File: src/rtl/ps2_rx_fifo.sv
// rtl/ps2_rx_fifo.sv - PS/2 frame receiver feeding a show-ahead byte FIFO; PS2_PARITY_CHECK_EN enables parity rejection
module ps2_rx_fifo #(
    parameter int DEPTH          = 8,
    parameter int SYNC_STAGES    = 2,
    parameter int TIMEOUT_CYCLES = 50000
) (
    input  logic                       clock,
    input  logic                       reset_n,
    input  logic                       ps2_clk,
    input  logic                       ps2_dat,
    input  logic                       rd_en,
    output logic [7:0]                 rd_data,
    output logic                       empty,
    output logic [$clog2(DEPTH+1)-1:0] count,
    input  logic                       ovf_clr,
    output logic                       overflow,
    output logic                       frame_err
);

    localparam int AW = $clog2(DEPTH);
    localparam int CW = $clog2(DEPTH + 1);
    localparam int TW = $clog2(TIMEOUT_CYCLES + 1);
    localparam logic [CW-1:0] FULL_COUNT   = CW'(DEPTH);
    localparam logic [TW-1:0] TIMEOUT_LAST = TW'(TIMEOUT_CYCLES - 1);

    typedef enum logic [1:0] {
        ST_IDLE,
        ST_DATA,
        ST_PARITY,
        ST_STOP
    } state_t;

    logic [SYNC_STAGES-1:0] clk_sync_q;
    logic [SYNC_STAGES-1:0] dat_sync_q;
    logic                   clk_prev_q;
    logic                   clk_s;
    logic                   dat_s;
    logic                   fall;

    state_t          state_q, state_d;
    logic [2:0]      bit_cnt_q, bit_cnt_d;
    logic [7:0]      shift_q, shift_d;
    logic [TW-1:0]   timer_q, timer_d;
    logic            frame_err_q, frame_err_d;
    logic            wr_req;
    logic            parity_ok;

    logic [7:0]      mem_q [DEPTH];
    logic [AW-1:0]   wr_ptr_q;
    logic [AW-1:0]   rd_ptr_q;
    logic [CW-1:0]   count_q;
    logic            overflow_q;
    logic            full;
    logic            do_pop;
    logic            do_write;
    logic            drop;

    // Lines idle high, so synchronisers reset to 1 to avoid a phantom edge after reset.
    always_ff @(posedge clock) begin
        if (!reset_n) begin
            clk_sync_q <= '1;
            dat_sync_q <= '1;
            clk_prev_q <= 1'b1;
        end else begin
            clk_sync_q <= {clk_sync_q[SYNC_STAGES-2:0], ps2_clk};
            dat_sync_q <= {dat_sync_q[SYNC_STAGES-2:0], ps2_dat};
            clk_prev_q <= clk_s;
        end
    end

    assign clk_s = clk_sync_q[SYNC_STAGES-1];
    assign dat_s = dat_sync_q[SYNC_STAGES-1];
    assign fall  = clk_prev_q & ~clk_s;

`ifdef PS2_PARITY_CHECK_EN
    logic parity_q, parity_d;
    assign parity_ok = ^{shift_q, parity_q};
`else
    assign parity_ok = 1'b1;
`endif

    always_ff @(posedge clock) begin
        if (!reset_n) begin
            state_q     <= ST_IDLE;
            bit_cnt_q   <= '0;
            shift_q     <= '0;
            timer_q     <= '0;
            frame_err_q <= 1'b0;
`ifdef PS2_PARITY_CHECK_EN
            parity_q    <= 1'b0;
`endif
        end else begin
            state_q     <= state_d;
            bit_cnt_q   <= bit_cnt_d;
            shift_q     <= shift_d;
            timer_q     <= timer_d;
            frame_err_q <= frame_err_d;
`ifdef PS2_PARITY_CHECK_EN
            parity_q    <= parity_d;
`endif
        end
    end

    always_comb begin
        state_d     = state_q;
        bit_cnt_d   = bit_cnt_q;
        shift_d     = shift_q;
        frame_err_d = 1'b0;
        wr_req      = 1'b0;
`ifdef PS2_PARITY_CHECK_EN
        parity_d    = parity_q;
`endif
        if (state_q == ST_IDLE || fall) begin
            timer_d = '0;
        end else begin
            timer_d = timer_q + TW'(1);
        end

        case (state_q)
            ST_IDLE: begin
                if (fall && !dat_s) begin
                    state_d   = ST_DATA;
                    bit_cnt_d = '0;
                end
            end
            ST_DATA: begin
                if (fall) begin
                    shift_d   = {dat_s, shift_q[7:1]};
                    bit_cnt_d = bit_cnt_q + 3'd1;
                    if (bit_cnt_q == 3'd7) begin
                        state_d = ST_PARITY;
                    end
                end
            end
            ST_PARITY: begin
                if (fall) begin
`ifdef PS2_PARITY_CHECK_EN
                    parity_d = dat_s;
`endif
                    state_d  = ST_STOP;
                end
            end
            ST_STOP: begin
                if (fall) begin
                    state_d = ST_IDLE;
                    if (dat_s && parity_ok) begin
                        wr_req = 1'b1;
                    end else begin
                        frame_err_d = 1'b1;
                    end
                end
            end
            default: state_d = ST_IDLE;
        endcase

        if (state_q != ST_IDLE && !fall && timer_q == TIMEOUT_LAST) begin
            state_d     = ST_IDLE;
            frame_err_d = 1'b1;
        end
    end

    // A pop in the same cycle frees the slot, so a write into a full FIFO still lands.
    assign full     = (count_q == FULL_COUNT);
    assign do_pop   = rd_en && (count_q != '0);
    assign do_write = wr_req && (!full || do_pop);
    assign drop     = wr_req && full && !do_pop;

    always_ff @(posedge clock) begin
        if (do_write) begin
            mem_q[wr_ptr_q] <= shift_q;
        end
    end

    always_ff @(posedge clock) begin
        if (!reset_n) begin
            wr_ptr_q   <= '0;
            rd_ptr_q   <= '0;
            count_q    <= '0;
            overflow_q <= 1'b0;
        end else begin
            if (do_write) begin
                wr_ptr_q <= wr_ptr_q + AW'(1);
            end
            if (do_pop) begin
                rd_ptr_q <= rd_ptr_q + AW'(1);
            end
            case ({do_write, do_pop})
                2'b10:   count_q <= count_q + CW'(1);
                2'b01:   count_q <= count_q - CW'(1);
                default: count_q <= count_q;
            endcase
            overflow_q <= drop | (overflow_q & ~ovf_clr);
        end
    end

    assign empty     = (count_q == '0);
    assign count     = count_q;
    assign rd_data   = empty ? 8'h00 : mem_q[rd_ptr_q];
    assign overflow  = overflow_q;
    assign frame_err = frame_err_q;

endmodule

File: config.mk
export PLATFORM = sky130hd
export DESIGN_NAME = ps2_rx_fifo
export DESIGN_NICKNAME = d
export VERILOG_FILES = /design/src/rtl/ps2_rx_fifo.sv
export SDC_FILE = /design/constraint.sdc
export NUM_CORES = 1
export LEC_CHECK = 0
export CAP_MARGIN = 20
export CORE_UTILIZATION = 62
export CTS_CLUSTER_SIZE = 24
export DETAILED_ROUTE_END_ITERATION = 16
export PLACE_DENSITY = 0.81
export SYNTH_ARGS = -nofsm -noshare
export SYNTH_HDL_FRONTEND = slang
export SYNTH_SLANG_ARGS = --single-unit
File: constraint.sdc
create_clock -name clock -period 4.8 [get_ports clock]
set_clock_uncertainty 0.05 [all_clocks]
set_input_delay 0.72 -clock clock [delete_from_list [all_inputs] [get_ports clock]]
set_output_delay 0.72 -clock clock [all_outputs]
set_load 0.005 [all_outputs]
==> key figures <==
Outcome
  – Run status: finished, final reports clean

Timing
  – Fin crit period: 3390 ps
  – Hold WS: 357 ps
  – Final hold vios: 0
  – Final setup vio count: 0
  – Final period utilization: 70.6%
  – Max-slew violations: 0
  – Setup TNS Final: 0 ps
  – Slew margin rel.: 32.2%
  – Highest Clock Rate: 295 MHz
  – Worst Tran Pin Value: 1010 ps
  – RSZ-0062 raised after global routing: false

Critical path
  – Worst setup SP type: flop
  – Reg2Reg Setup Slack: 2440 ps
  – Critical path's top delay family: buffers and inverters
  – Crit end category: output pin
  – CP Cell Sequence: buf_8, mux4_2, mux2i_1, nor2_1, clkdlybuf4s50_1
  – WP data required: 4030 ps
  – CP Buf/Inv Count: 2
  – Critical path fanouts, max: 9
  – CP Data Arrival Time: 2620 ps
  – Critical-path top delay cell: dfxtp_1
  – WS Path Type: flop to output pin
  – Critical path depth: 5
  – Reg2Reg Depth: 5
  – CP max stage delay: 650 ps

Pwr
  – Power Total: 2.41 mW
  – Leakage: 1.93 nW
  – Pwr dens: 429 nW/um^2
  – Max VDD drop: 0.366 mV

Routing
  – DRC: 0
  – WL/cell: 18.3 um
  – Initial DRC Count: 165
  – Routed Antenna Nets: 0
  – Vias: 2,886
  – DRT Pass-1 Iters: 5
  – Total wire length after detailed routing: 8.98 mm
  – Vias per Instance: 5.87

Synthesis
  – Mapped cell area: 4710 sq um
  – Synthesized area per cell: 13.4 sq um
  – Synth Instances: 353
  – Sequential area share after synthesis: 61.6%
  – Number of enable flip-flop cells after synthesis: 64
  – Ranking of synthesized cells by area: edfxtp_1 41%, dfxtp_1 21%, mux4_2 7.6%, mux2i_1 3.8%, ha_1 2.9%
  – Area leader, netlist: edfxtp_1
  – Ys flop type: edfxtp_1
  – Total number of yosys warnings: 0
  – Async SR Flop Fraction: 0%
  – Syn Nets: 370
  – Unique masters post-synth: 47
  – Synthesis-stage register bit count: 113
  – Share of the synthesized area in the top cell type: 40.8%
  – Most frequent cell after synthesis: edfxtp_1
  – Commonest cells in the netlist: 64 x edfxtp_1, 49 x dfxtp_1, 33 x nor2_1

Placed design
  – GPL Wtd Cong: 0.739
  – Buffers on Ports: 20
  – Dpl hpwl: 5.16 mm

Global routing
  – Antenna violations before repair: 0
  – Vias in the first global route: 2,895
  – Total global routing overflow: 0
  – First-pass GRT wire length: 14.2 mm
  – Largest net degree at the start of global routing: 35
  – Global Route Usage Sum: 25.5%

Cells and area
  – Layout area overhead: 19.4%
  – NumNets Final: 397
  – Share of post-route cells with drive strength above 1: 15.0%
  – Ant diodes: 0
  – Core Util, Final: 77.2%

Floorplan
  – Initial Utilization: 64.6%
  – IO Pins: 21
  – Die height: 89.2 um
  – Num rows: 31
  – DIE AREA: 7950 sq um
  – Core Region: 7290 sq um
  – Die W: 89.2 um

Clocking
  – Post-CTS Resized: 0
  – Hold buffers post-CTS: 0
  – Root Buffer: clkbuf_8
  – Max Root-Sink Buffers: 2
  – Clock latency at the later pin of the worst-skew pair: 510 ps
  – CTS Buf Count: 17
  – Post-CTS Setup Bufs: 0
  – CTS tree: done
  – H-tree Lvls: 4
  – CTS sink count: 113
  – Reg clk slew, reported paths: 60 ps

Run
  – Max-cap check violation count: 0

Hold path
  – Hold crit path type: flop to flop
  – Hold depth: 1
logic make-up (layout without fill, tap and decap cells):
group	Yosys count	count (layout)	synth area share, %
DFF	113	113	61.6
AOI/OAI and AO/OA	27	27	4.35
muxes	34	34	11.5
xor gates and xnor gates	16	16	2.97
and+or+nand+nor	126	126	14.4
buffers and inverters	26	66	2.34
adders and majority gates	11	11	2.92
metal layers:
layer | global-route usage (%) | share of wire, % | vias up
met5 | 0 | 0 | -
met4 | 11.7 | 2.1 | 0
met3 | 7.11 | 5.0 | 23
li1 | - | - | 1360
met2 | 43.9 | 53 | 102
met1 | 29.7 | 40 | 1401
where the power goes:
group | switching, mW | internal [mW]
Sequential | 0.00887 | 1.02
Clock | 0.453 | 0.848
Combinational | 0.0483 | 0.0336
Total | 0.511 | 1.90
flip-flops by register name, summed over array words and instances (netlist names), 2 cells and up, named ones only:
register    flops
shift_q         8
rd_ptr_q        3
state_q         2
count           4
clk_sync_q      2
bit_cnt_q       3
wr_ptr_q        3
dat_sync_q      2
timer_q        16
mem_q          64
area by class of cell:
cell class	instances	area (sq um)
tap	99	124
sequential	113	2900
clock inverter	15	205
multi-input combinational	214	1700
fill	436	1660
clock buffer	17	414
timing repair buffer	26	253
inverter	8	30.0
final timing paths:
path                            start                        to
max                              flop                rd_data[0]
min          dat_sync_q[0]$_SDFF_PN1_  dat_sync_q[1]$_SDFF_PN1_
min reg2reg  dat_sync_q[0]$_SDFF_PN1_  dat_sync_q[1]$_SDFF_PN1_
max reg2reg   state_q[1]$_SDFFE_PP0P_     mem_q[5][0]$_DFFE_PP_
layout by cell type, fill, tap and decap left out, drive strengths merged, types with 2 or more instances in the layout:
cell type      netlist  routed
a21boi              10      10
a21oi                5       5
a31oi                2       2
and2                 5       5
and3                 2       2
and4                 3       3
buf                  7       6
bufinv               0       4
clkbuf              11      17
clkdlybuf4s50        0      20
clkinv               0       5
clkinvlp             0       2
dfxtp               49      49
edfxtp              64      64
ha                  11      11
inv                  8      12
mux2i               18      18
mux4                16      16
nand2               20      20
nand2b              12      12
nand3               15      15
nand4                6       6
nor2                33      33
nor2b                8       8
nor3                 6       6
nor4                 3       3
o21ai                4       4
or3                  3       3
xnor2                5       5
xor2                11      11
through the flow:
step	area, sq um	setup WS [ps]	cells
floorplan	4710	2480	353
global placement	4990	1710	459
detailed placement	4990	1670	459
CTS	5610	1080	491
global route	5630	1210	492
finish	5630	1410	492
No activity file was read; power rests on OpenSTA's default activity.
==> RTL change: new RTL, config.mk and constraints unchanged <==
The 4 states of `state_t` get a one-hot encoding in 4 bits.
--- a/src/rtl/ps2_rx_fifo.sv
+++ b/src/rtl/ps2_rx_fifo.sv
@@ -25,7 +25,7 @@
 
-    typedef enum logic [1:0] {
-        ST_IDLE,
-        ST_DATA,
-        ST_PARITY,
-        ST_STOP
+    typedef enum logic [3:0] {
+        ST_IDLE   = 4'b0001,
+        ST_DATA   = 4'b0010,
+        ST_PARITY = 4'b0100,
+        ST_STOP   = 4'b1000
     } state_t;
Function: no difference found for any inputs over 10 cycles, from zero or initial values and one cycle with reset_n low; not proved beyond that.
==> RTL change against the unedited design <==
  * Die area increased by 1.9%
  * Core utilization decreased by 0.39 points
  * Setup slack better by 0.17 ns
  * Final area rose by 0.56%
  * Routed wire length shrank 2.7%
  * First-iteration DRC count up 58%
  * Synthesized cell count grew 4.8%
  * Sequential cell count increased by 2
  * Area after synthesis grew 2.0%
Power is not compared: it rests on default switching activity, and its combinational part moved more than twofold at a synthesized area within 25%.
==> RTL change: results (changes against the unedited design) <==
INFO  metric p_total = between 2 and 2.5 mW
INFO  metric total_switching_power = 0.4364 mW
INFO  metric preCtsSetupSlack = 1.536 ns (-0.1386 ns)
INFO  metric use_met3 = 5.499% (-1.6 points)
INFO  metric synth_cell_type_count = 51 (+8.5%)
INFO  metric number_of_buffers_added_by_the_clock_tree_synthesis_step = 17 (unchanged)
INFO  metric ys_top_cells_by_count = edfxtp_1 (64), dfxtp_1 (51), nand2_1 (37)
INFO  metric wirelength_met1 = 3947 um (+10%)
INFO  metric nets = 409 (+3.0%)
INFO  metric met2_wirelength = 4340 um (-8.7%)
INFO  metric place.detailed.instances = 475 (+3.5%)
INFO  metric worst_setup_path_endpoint = rd_data[7]
INFO  metric global_route_wire_length_before_repair = 14140 um (-0.49%)
INFO  metric crit_arrival = 2.45 ns (-0.17 ns)
INFO  metric routabilityCongestion = 0.8407 (+14%)
INFO  metric detail_route.wl_per_cell = 17.17 um (-6.0%)
INFO  metric grt.total_usage = 23.06% (-2.4 points)
INFO  metric critPathTopFamily = flip-flops
INFO  metric maximum_number_of_pins_on_one_net_before_global_route_repair = 34 (-2.9%)
INFO  metric worstRegToRegCells = 5 (unchanged)
INFO  metric layout_setup_ws = 1.585 ns (+0.1743 ns)
INFO  metric cts_max_path_buffers = 2 (unchanged)
INFO  metric netlist_top_cells_area = edfxtp_1 (40%), dfxtp_1 (21%), mux4_2 (7.5%)
INFO  metric transition_time_at_the_pin_with_the_least_slew_margin = 0.9249 ns (-0.08933 ns)
INFO  metric syn_inst = 370 (+4.8%)
INFO  metric drtPass1Iterations = 4 (-1)
INFO  metric outcome = complete, no violations
INFO  metric final-instance-count-excl-fill = 509 (+3.5%)
INFO  metric maximum_fanout_encountered_on_the_critical_timing_path = 16 (+7)
INFO  metric globalRouteMet2Util = 38.36% (-5.6 points)
INFO  metric grtUsageMet1 = 28.65% (-1.1 points)
INFO  metric timing.rr.start = state_q[2]$_SDFFE_PP0P_
INFO  metric detailedRoute.firstIterationViolations = 260 (+58%)
INFO  metric seq_area_frac_synth = 61.22% (-0.37 points)
INFO  metric mappedNetlistNets = 382 (+3.2%)
INFO  metric dpl.hpwl = 5619 um (+8.9%)
INFO  metric timing.critical_path.slowest_cell_delay = 0.80 ns (+0.15 ns)
INFO  metric whs = 0.3609 ns (+0.003585 ns)
INFO  metric met3_wire_len = 333 um (-26%)
INFO  metric grt_pass1_vias = 2879 (-0.55%)
INFO  metric regToRegSetupSlack = 1.92 ns (-0.52 ns)
INFO  metric insertion_delay = 0.50 ns
INFO  metric timing.critical_path.slowest_stage_cell = dfxtp_1
INFO  metric worstHoldPathType = flop to flop
INFO  metric final_layout_size_suffix_gt1_share = 14.63% (-0.38 points)
INFO  metric r2r-end = mem_q[2][7]$_DFFE_PP_
INFO  metric via_count = 2961 (+2.6%)
INFO  metric total_cell_area_at_the_placement_stage = 0.005095 sq mm (+2.0%)
==> RTL change: changes by cell type after synthesis, moves of 4 or more <==
cell | unedited run | this run
nand2_1 | 20 | 37
mux2i_1 | 18 | 12
ha_1 | 11 | 6
nor2_1 | 33 | 28
o21ai_0 | 4 | 9
a21boi_0 | 10 | 14
nor2b_1 | 8 | 4
nor4b_1 | 1 | 5
==> RTL change: cell type report <==
cell class / count / area, sq um
Sequential cell: 115 / 2943
Multi-Input combinational cell: 232 / 1783
Clock inverter: 15 / 118.9
Timing Repair Buffer: 25 / 255.2
Fill cell: 457 / 1709
Clock buffer: 17 / 414.1
Inverter: 6 / 22.52
Tap cell: 99 / 123.9
==> RTL change: cell families (layout without fill, tap and decap cells) <==
family | count (synthesis) | after routing | synth area share (%)
compound gates | 45 | 45 | 7.236
buf+inv | 23 | 63 | 1.900
xor+xnor | 17 | 17 | 3.097
mux | 28 | 28 | 9.995
fa+ha+maj | 6 | 6 | 1.562
flops | 115 | 115 | 61.22
simple gates | 136 | 136 | 14.99
